### config.mk
export PLATFORM = sky130hd
export DESIGN_NAME = eeg_fram_port_ctrl
export DESIGN_NICKNAME = d
export VERILOG_FILES = /design/src/rtl/eeg_fram_port_ctrl.sv
export SDC_FILE = /design/constraint.sdc
export NUM_CORES = 1
export LEC_CHECK = 0
export CORE_ASPECT_RATIO = 1.1
export CORE_MARGIN = 5
export CORE_UTILIZATION = 35
export DETAILED_ROUTE_END_ITERATION = 7
export HOLD_SLACK_MARGIN = 0.1
export PLACE_DENSITY = 0.68
export SKIP_LAST_GASP = 1
export SLEW_MARGIN = 20
export SYNTH_ARGS = -nofsm -noshare
export SYNTH_HDL_FRONTEND = slang
export SYNTH_SLANG_ARGS = --single-unit
### constraint.sdc
create_clock -name clk -period 2.4 [get_ports clk]
set_clock_uncertainty 0.2 [all_clocks]
set_input_delay 0.48 -clock clk [delete_from_list [all_inputs] [get_ports clk]]
set_output_delay 0.48 -clock clk [all_outputs]
set_load 0.1 [all_outputs]
### src/rtl/eeg_fram_port_ctrl.sv
// Engine-side initiator for one FRAM lane: a config command runs either a write
// burst (source stream forwarded as address/data beats) or a read burst (address stream out, data returned).
module eeg_fram_port_ctrl #(
   parameter int ADD_AW  = 12,
   parameter int DAT_DW  = 4,
   parameter int LEN_DW  = 12,
   parameter int MAX_OUT = 4,
   parameter int OUT_CW  = $clog2(MAX_OUT + 1)
) (
   input  logic              clk,
   input  logic              rst_n,
   input  logic              CFG_VLD,
   output logic              CFG_RDY,
   input  logic [1:0]        CFG_CMD,
   input  logic [ADD_AW-1:0] CFG_BASE,
   input  logic [LEN_DW-1:0] CFG_LEN,
   input  logic              SRC_VLD,
   output logic              SRC_RDY,
   input  logic [DAT_DW-1:0] SRC_DAT,
   output logic              ETOF_DAT_VLD,
   output logic              ETOF_DAT_LST,
   input  logic              ETOF_DAT_RDY,
   output logic [ADD_AW-1:0] ETOF_DAT_ADD,
   output logic [DAT_DW-1:0] ETOF_DAT_DAT,
   output logic              ETOF_ADD_VLD,
   output logic              ETOF_ADD_LST,
   input  logic              ETOF_ADD_RDY,
   output logic [ADD_AW-1:0] ETOF_ADD_ADD,
   input  logic              FTOE_DAT_VLD,
   input  logic              FTOE_DAT_LST,
   output logic              FTOE_DAT_RDY,
   input  logic [DAT_DW-1:0] FTOE_DAT_DAT,
   output logic              SNK_VLD,
   output logic              SNK_LST,
   input  logic              SNK_RDY,
   output logic [DAT_DW-1:0] SNK_DAT,
   output logic              STS_DONE,
   output logic              STS_ERR
);

   typedef enum logic [1:0] {
      S_IDLE = 2'd0,
      S_WR   = 2'd1,
      S_RD   = 2'd2
   } state_t;

   state_t              r_state;
   state_t              w_state_nxt;
   logic [ADD_AW-1:0]   r_base;
   logic [LEN_DW-1:0]   r_len;
   logic [LEN_DW-1:0]   r_beat;
   logic [LEN_DW-1:0]   r_issue;
   logic [LEN_DW-1:0]   r_ret;
   logic [OUT_CW-1:0]   r_out_cnt;
   logic                r_issue_done;
   logic                r_done;
   logic                r_err;

   logic w_cmd_wr;
   logic w_cmd_rd;
   logic w_cfg_fire;
   logic w_wr_fire;
   logic w_add_fire;
   logic w_ret_fire;
   logic w_wr_last;
   logic w_iss_last;
   logic w_ret_last;
   logic w_out_ok;

   assign w_cmd_wr   = (CFG_CMD == 2'b01);
   assign w_cmd_rd   = (CFG_CMD == 2'b10);
   assign w_cfg_fire = CFG_VLD & CFG_RDY;
   assign w_wr_fire  = ETOF_DAT_VLD & ETOF_DAT_RDY;
   assign w_add_fire = ETOF_ADD_VLD & ETOF_ADD_RDY;
   assign w_ret_fire = FTOE_DAT_VLD & FTOE_DAT_RDY;
   assign w_wr_last  = (r_beat == r_len);
   assign w_iss_last = (r_issue == r_len);
   assign w_ret_last = (r_ret == r_len);
   assign w_out_ok   = (r_out_cnt < OUT_CW'(MAX_OUT));

   // Address offsets are truncated to ADD_AW so bursts wrap past the top of FRAM
   assign ETOF_DAT_ADD = r_base + ADD_AW'(r_beat);
   assign ETOF_ADD_ADD = r_base + ADD_AW'(r_issue);
   assign ETOF_DAT_DAT = SRC_DAT;
   assign SNK_DAT      = FTOE_DAT_DAT;
   assign STS_DONE     = r_done;
   assign STS_ERR      = r_err;

   always_ff @(posedge clk or negedge rst_n) begin
      if (!rst_n) r_state <= S_IDLE;
      else        r_state <= w_state_nxt;
   end

   always_comb begin
      w_state_nxt  = r_state;
      CFG_RDY      = 1'b0;
      SRC_RDY      = 1'b0;
      ETOF_DAT_VLD = 1'b0;
      ETOF_DAT_LST = 1'b0;
      ETOF_ADD_VLD = 1'b0;
      ETOF_ADD_LST = 1'b0;
      FTOE_DAT_RDY = 1'b0;
      SNK_VLD      = 1'b0;
      SNK_LST      = 1'b0;
      case (r_state)
         S_IDLE: begin
            CFG_RDY = 1'b1;
            if (CFG_VLD) begin
               if (w_cmd_wr)      w_state_nxt = S_WR;
               else if (w_cmd_rd) w_state_nxt = S_RD;
            end
         end
         S_WR: begin
            ETOF_DAT_VLD = SRC_VLD;
            SRC_RDY      = ETOF_DAT_RDY;
            ETOF_DAT_LST = w_wr_last;
            if (SRC_VLD && ETOF_DAT_RDY && w_wr_last) w_state_nxt = S_IDLE;
         end
         S_RD: begin
            ETOF_ADD_VLD = ~r_issue_done & w_out_ok;
            ETOF_ADD_LST = w_iss_last;
            FTOE_DAT_RDY = SNK_RDY;
            SNK_VLD      = FTOE_DAT_VLD;
            SNK_LST      = w_ret_last;
            if (FTOE_DAT_VLD && SNK_RDY && w_ret_last) w_state_nxt = S_IDLE;
         end
         default: w_state_nxt = S_IDLE;
      endcase
   end

   always_ff @(posedge clk or negedge rst_n) begin
      if (!rst_n) begin
         r_base       <= '0;
         r_len        <= '0;
         r_beat       <= '0;
         r_issue      <= '0;
         r_ret        <= '0;
         r_out_cnt    <= '0;
         r_issue_done <= 1'b0;
         r_done       <= 1'b0;
         r_err        <= 1'b0;
      end else begin
         r_done <= 1'b0;
         r_err  <= 1'b0;
         if (w_cfg_fire) begin
            r_base       <= CFG_BASE;
            r_len        <= CFG_LEN;
            r_beat       <= '0;
            r_issue      <= '0;
            r_ret        <= '0;
            r_out_cnt    <= '0;
            r_issue_done <= 1'b0;
            r_err        <= ~(w_cmd_wr | w_cmd_rd);
         end
         if (w_wr_fire) begin
            r_beat <= r_beat + LEN_DW'(1);
            if (w_wr_last) r_done <= 1'b1;
         end
         if (w_add_fire) begin
            r_issue <= r_issue + LEN_DW'(1);
            if (w_iss_last) r_issue_done <= 1'b1;
         end
         // A wrong FTOE_DAT_LST is flagged but the internal count stays authoritative
         if (w_ret_fire) begin
            r_ret <= r_ret + LEN_DW'(1);
            if (w_ret_last) r_done <= 1'b1;
            if (FTOE_DAT_LST != w_ret_last) r_err <= 1'b1;
         end
         case ({w_add_fire, w_ret_fire && (r_out_cnt != '0)})
            2'b10:   r_out_cnt <= r_out_cnt + OUT_CW'(1);
            2'b01:   r_out_cnt <= r_out_cnt - OUT_CW'(1);
            default: r_out_cnt <= r_out_cnt;
         endcase
      end
   end

endmodule

Word-level counts from Yosys, hierarchy flattened --
Cells that the tools add are included.
Operators by class: order comparisons 1, equal/unequal tests 14, add/subtract/negate cells 7, bitwise gates (word level) 8, div/mod/pow operators 0, reductions and logical operators 12, shift-type cells 0, multiply operators 0, mux-type cells 30
Operators with widths (count):
- 12-bit 2-to-1 mux | 4
- 12-bit by 1-bit adder with 12-bit output, second input constant | 3
- 12-bit == test | 3
- 12-bit adder | 2
- 1-bit 2-to-1 mux | 19
- 2-bit 2-to-1 mux | 5
- 2-bit nonzero test | 4
- 2-bit by 1-bit == test with 1-bit output, second input constant | 3
- 2-bit == test, second input constant | 3
- 2-bit != test, second input constant | 3
- 2-bit one-hot mux with 3 select lines | 1
- 3-bit one-hot mux with 2 select lines | 1
- 1-bit AND | 5
- 1-bit logical AND | 5
- 4-bit AND reduction | 1
- 3-bit by 1-bit adder with 3-bit output, second input constant | 1
- 3-bit < comparator, second input constant | 1
- 3-bit != test, second input constant | 1
- 3-bit nonzero test | 1
- 3-bit by 1-bit subtractor with 3-bit output, second input constant | 1
- 2-bit logical NOT | 1
- 1-bit inverter | 2
- 1-bit != test | 1
- 1-bit bitwise OR | 1
Word-level totals: register bits after elaboration 68, logic and storage cells 82, bits of input ports 43, output and inout port bits 43, latch bits 0, memories kept 0, RAM bits 0, bits in read-only memories 0

Logic depth before layout (Yosys ltp) --
Gate-level depths: netlist of run 1.
depth in word-level cells 6, gate-level depth with buffers 11, gate-level depth less buffers 9

Least setup slack after synthesis of run 1 --
No wires, ideal clock.
path kind register -> output, start register r_beat[4], end output port ETOF_DAT_ADD[11], path buffers 0, data required time 1.720 ns, setup slack -1.922 ns, data arrival time 3.642 ns, stages on the path, launching flop included 7, cell sequence dfrtp_1 > ha_1 > a21oi_1 > nand2_1 > o211ai_1 > a211oi_1 > a211oi_1
Between the ends: cells in the longest elaborated chain, start to end 1
RTL lines:
- start: declaration | RTL line 51 | logic [LEN_DW-1:0] r_beat;
- start signal: assignment | RTL line 156 | r_beat <= r_beat + LEN_DW'(1);
- 12-bit adder | RTL line 82 | assign ETOF_DAT_ADD = r_base + ADD_AW'(r_beat);
- end: declaration | RTL line 23 | output logic [ADD_AW-1:0] ETOF_DAT_ADD,
No other way between the ends.

Worst setup path after layout of run 1 --
start register r_base[0], end output port ETOF_ADD_ADD[10]
Between the ends: cells in the longest elaborated chain, start to end 1
RTL lines:
- start: declaration | RTL line 49 | logic [ADD_AW-1:0] r_base;
- start signal: assignment | RTL line 133 | r_base <= '0;
- start signal: assignment | RTL line 146 | r_base <= CFG_BASE;
- 12-bit adder | RTL line 83 | assign ETOF_ADD_ADD = r_base + ADD_AW'(r_issue);
- end: declaration | RTL line 28 | output logic [ADD_AW-1:0] ETOF_ADD_ADD,
No other way between the ends.

==> run metrics, run 1 <==
RSZ-0062 raised after global routing=true; CTS clock-pin slew for the worst setup and hold paths=60 ps; Syn-to-layout area delta=69.5%; path type of the worst setup path=reg2out; worst slack, placed=-525 ps; Final Worst Setup Slack=-809 ps; Crit path depth=8; max_slew headroom=61.6%; First DRT Iteration DRCs=301; First-pass DRT Iterations=5; post-synthesis cell count=525; ys flop type=dfrtp_1; post-route design area=7760 µm²; Die ar.=15500 µm²; Final Setup Violations=23; Final ANT Viol Nets=0; Worst VDD drop=0.871 mV; min-delay worst type=reg2reg; largest net degree at the start of global routing=47; status=finished with violations; fmax=312 MHz; PortBufs=69; initial antenna violation count=0; Post-Synthesis Cell Area=4580 µm²; Synth cell types=55; DP HPWL=10800 µm; max-cap viol count=0; crit-path max FO=3; CTS root buf=clkbuf_16; TritonCTS Buffers=9; delay of the slowest cell on the worst path=450 ps; worst skew pair latency=330 ps; crit path launch type=flop; leak pwr=3.74 nW; first-pass GRT wire length=23500 µm; Layout Utilization=61.1%; global-route usage over all layers=18.8%; Max Buffers Root-to-Sink=2; final net count=780; synthesized area per cell=8.72 µm²; Synth area leader=dfrtp_1; reg2reg path depth=9; # diodes=0; final WL=14200 µm; minimum clock period=3210 ps; CP Cell Sequence=ha_4, fa_2, a21oi_2, o21ai_2, o22a_1, or4_1, nand4_1, buf_12; crit path buf inv count=1; Max Transition Viols Final=0; Yosys reg bits=68; top post-synthesis cells by area=dfrtp_1 37%, nand2_1 9.5%, xor2_1 8.6%, ha_1 7.4%, o21ai_0 3.6%; Rows=43; vias in the first global route=4764; final hold vios=0; routed vias=4611; Worst Hold Depth=1; Die Span Y=130 µm; share of layout cells above drive strength 1=38.1%; GPL Wtd Cong=0.872; slowest stage cell, crit path=dfrtp_2; total gr overflow=0; commonest non-fill, non-tap cells in the layout=112 x nand2_1, 109 x buf_4, 60 x dfrtp_1, 39 x xor2_1, 36 x buf_12; setup TNS=-10460 ps; I/O Pins=86; Die Wd=119 µm; violated checks=setup timing; vias per cell=5.31; net count of the mapped netlist=598; CTS tree=yes; H-tree depth=3; Seq/Total Area, Yosys=37.2%; final worst path period share=134%; Initial Util=36.1%; DRC Markers=0; WL per Instance=16.4 µm; CP Data Required Time=1720 ps; clock sinks=68; worst path arrival time=2530 ps; Crit. End Element=output pin; measured slew at the worst slew-check pin=577 ps; leading cell type in the layout, fill and taps excluded=nand2_1; family with the most delay on the worst path=simple AND/OR/NAND/NOR gates; Yosys warning total=0; Post-synth EDFFs=0; PD cells=1270 nW/µm²; Filler cells=1029; share of the synthesized area in the top cell type=37.2%; area post-placement=7020 µm²; fraction of registers with async set/reset=100%; core area=12700 µm²
## power breakdown
part / leakage [nW] / switching (W) / internal [W]
Sequential: 0.882 / 0.000460 / 0.00144
Combinational: 2.72 / 0.00384 / 0.00282
Clock: 0.147 / 0.000496 / 0.000832
Total: 3.74 / 0.00479 / 0.00509
## metrics by stage
stage               hold WS, ps  cells  power (W)
floorplan                 -15.6    525    0.00578
finish                      307    869    0.00988
global placement            285    835    0.00800
CTS                         308    860    0.00970
global route                335    869     0.0103
detailed placement          296    835    0.00813
## logic make-up after synthesis
| family | share of synthesized area, % |
|---|---|
| XOR/XNOR | 11.8 |
| buffers and inverters | 4.48 |
| flip-flops | 37.2 |
| AND/OR/NAND/NOR | 23.6 |
| adder cells (fa/ha/maj) | 8.69 |
| AO/OA/AOI/OAI | 12.1 |
| multiplexers | 2.19 |
## Yosys cell counts, types with 4 or more instances
master    instances
a21oi_1          21
a31oi_1           4
and2_1            5
and3_1            6
buf_4             9
clkbuf_1         10
dfrtp_1          68
ha_1             27
inv_1            14
mux2i_1          10
nand2_1         116
nand3_1          19
nand4_1          12
nor2_1           28
nor2b_1           4
nor3_1           10
nor3b_1           5
nor4_1           11
o211ai_1          5
o21ai_0          33
xnor2_1          15
xor2_1           45
## sequential cells by signal, summed over array words and instances (netlist names)
| register | cells |
|---|---|
| r_state | 2 |
| r_issue | 12 |
| r_ret | 12 |
| r_out_cnt | 3 |
| r_beat | 12 |
| STS_ERR | 1 |
| r_base | 12 |
| r_issue_done | 1 |
| STS_DONE | 1 |
| r_len | 12 |
## timing repair
item	4_1_cts	5_1_grt
setup buffers	12	17
hold endpoints to repair	21	0
pin swaps	35	28
setup endpoints to repair	26	27
resized for setup	41	28
hold buffers	1	0
## worst paths after layout
check,startpoint,endpoint,slack (ps)
worst max-delay path,r_base[0]$_DFFE_PN0P_,ETOF_ADD_ADD[10],-810
worst min-delay path,r_out_cnt[0]$_DFFE_PN0P_,r_out_cnt[0]$_DFFE_PN0P_,310
worst max register to register,r_state[0]$_DFFE_PN0P_,r_out_cnt[2]$_DFFE_PN0P_,100
worst min register to register,r_out_cnt[0]$_DFFE_PN0P_,r_out_cnt[0]$_DFFE_PN0P_,310
max in group asynchronous,rst_n,r_len[11]$_DFFE_PN0P_,750
min in group asynchronous,rst_n,r_out_cnt[0]$_DFFE_PN0P_,470
## layout make-up
type,instances,area [µm²],share of cell area [%]
clock buffers,12,246,3.18
clock inverters,4,48.8,0.629
well taps,157,196,2.53
multi-input cells,417,3430,44.2
inverters,15,66.3,0.854
repair buffers,196,2060,26.6
flip-flops and latches,68,1710,22.1
## metal layers
| layer | GRT usage [%] | up-vias | routed length (µm) |
|---|---|---|---|
| met5 | 0 | - | 0 |
| met2 | 33.0 | 158 | 7230 |
| li1 | - | 2179 | - |
| met1 | 23.3 | 2247 | 5790 |
| met4 | 6.07 | 0 | 337 |
| met3 | 3.81 | 27 | 877 |
Note: power is estimated with default switching activity, not from simulation.
==> run 2: changes to the inputs <==
--- a/config.mk
+++ b/config.mk
@@ -7,12 +7,12 @@
 export LEC_CHECK = 0
 export CORE_ASPECT_RATIO = 1.1
 export CORE_MARGIN = 5
-export CORE_UTILIZATION = 35
+export CORE_UTILIZATION = 48
 export DETAILED_ROUTE_END_ITERATION = 7
 export HOLD_SLACK_MARGIN = 0.1
-export PLACE_DENSITY = 0.68
+export PLACE_DENSITY = 0.85
 export SKIP_LAST_GASP = 1
-export SLEW_MARGIN = 20
+export SLEW_MARGIN = 40
 export SYNTH_ARGS = -nofsm -noshare
 export SYNTH_HDL_FRONTEND = slang
 export SYNTH_SLANG_ARGS = --single-unit
==> run metrics, run 2 (synthesized netlist as in run 1, its figures left out) <==
First-pass DRT Iterations=5 (unchanged); WL per Instance=21.2 µm (+30%); crit path launch type=flop; final hold vios=0 (unchanged); Worst VDD drop=1.11 mV (+27%); reg2reg path depth=9 (unchanged); measured slew at the worst slew-check pin=439 ps (-137 ps); crit-path max FO=3 (unchanged); clock sinks=68 (unchanged); # diodes=0 (unchanged); GPL Wtd Cong=0.870 (-0.21%); FF-to-FF Start=r_state[0]$_DFFE_PN0P_; worst skew pair latency=360 ps (+30 ps); vias per cell=6.06 (+14%); Rows=37 (-14%); Layout Utilization=82.6% (+21 points); Max Buffers Root-to-Sink=2 (unchanged); first-pass GRT wire length=25500 µm (+8.6%); min-delay worst type=in2async; Die ar.=11600 µm² (-25%); CTS tree=yes; global-route usage over all layers=28.3% (+9.5 points); fmax=306 MHz (-1.8%); Final Worst Setup Slack=-867 ps (-57.5 ps); routed vias=5052 (+9.6%); final WL=17700 µm (+24%); Die Wd=103 µm (-13%); minimum clock period=3270 ps (+57.5 ps); max-cap viol count=0 (unchanged); Max Transition Viols Final=0 (unchanged); Final ANT Viol Nets=0 (unchanged); leading cell type in the layout, fill and taps excluded=buf_4; initial antenna violation count=0 (unchanged); Hold WS=263 ps (-43.7 ps); total gr overflow=0 (unchanged); PortBufs=69 (unchanged); PD cells=1280 nW/µm² (+0.77%); Die Span Y=112 µm (-13%); max_slew headroom=70.5% (+9.0 points); CTS root buf=clkbuf_8; Critical Path Start=r_base[0]$_DFFE_PN0P_; final worst path period share=136% (+2.4 points); leak pwr=3.70 nW (-1.2%); path type of the worst setup path=reg2out; Initial Util=49.0% (+13 points); violated checks=setup timing; DP HPWL=10900 µm (+1.2%); status=finished with violations; share of layout cells above drive strength 1=41.6% (+3.5 points); largest net degree at the start of global routing=35 (-26%); final net count=786 (+0.77%); DRC Markers=0 (unchanged); CTS clock-pin slew for the worst setup and hold paths=70 ps (about the same); TritonCTS Buffers=9 (unchanged); vias in the first global route=5166 (+8.4%); CP Data Required Time=1720 ps (about the same); H-tree depth=3 (unchanged); I/O Pins=86 (unchanged); core area=9350 µm² (-26%); RSZ-0062 raised after global routing=true; First DRT Iteration DRCs=519 (+72%); Crit. End Element=output pin; commonest non-fill, non-tap cells in the layout=115 x buf_4, 111 x nand2_1, 53 x dfrtp_1, 34 x xor2_1, 33 x buf_12; Final Setup Violations=26 (+13%); worst path arrival time=2590 ps (+60 ps); Syn-to-layout area delta=68.7%
run 2: critical path, stage by stage, from the launching register on:
cell and delay (ps):
dfrtp_1 420, ha_2 210, fa_2 380, a21oi_4 160
o21ai_2 80, o22a_1 230, or4_1 420, nand4_1 140
buf_12 190
run 2: final timing paths:
kind / end / slack (ps)
max reg2reg: r_out_cnt[2]$_DFFE_PN0P_ / -50
max in group asynchronous: r_base[1]$_DFFE_PN0P_ / 1050
min in group clk: r_out_cnt[0]$_DFFE_PN0P_ / 320
min reg2reg: r_out_cnt[0]$_DFFE_PN0P_ / 320
min: r_issue_done$_DFF_PN0_ / 260
max: ETOF_ADD_ADD[10] / -870
run 2: per-layer routing:
metal  GRT usage, %  share of wire (%)
met1           32.7                 34
met2           48.5                 51
met5              0                  0
met4           14.0                6.8
met3           6.34                8.1
run 2: stage by stage:
step                TNS, ps  power, W  instance area [µm²]  std cells  setup WS, ps
global placement      -3880   0.00784                 6860        786          -417
floorplan            -10870   0.00578                 5100        525          -822
global route         -15090    0.0103                 7720        834          -943
detailed placement    -4840   0.00802                 6860        786          -525
CTS                  -12090   0.00926                 7330        814          -831
finish               -13600   0.00991                 7720        834          -867
run 2: what timing repair did:
action / in CTS / in global routing
gates cloned: 0 / 0
pin swaps: 24 / 34
setup buffers: 14 / 23
hold endpoints to repair: 49 / 0
hold buffers: 1 / 0
resized for setup: 37 / 52
endpoints found under the setup margin: 25 / 28
run 2: final cells by class:
cell class,count,area (µm²)
flip-flops and latches,68,1720
inverters,15,63.8
multi-input cells,417,3500
repair buffers,202,2080
fillers,461,1630
clock inverters,3,45.0
well taps,117,146
clock buffers,12,165
run 2: report_power, final:
part	internal (W)	switching, W
clock	0.000559	0.000461
sequential	0.00145	0.000496
combinational	0.00286	0.00409
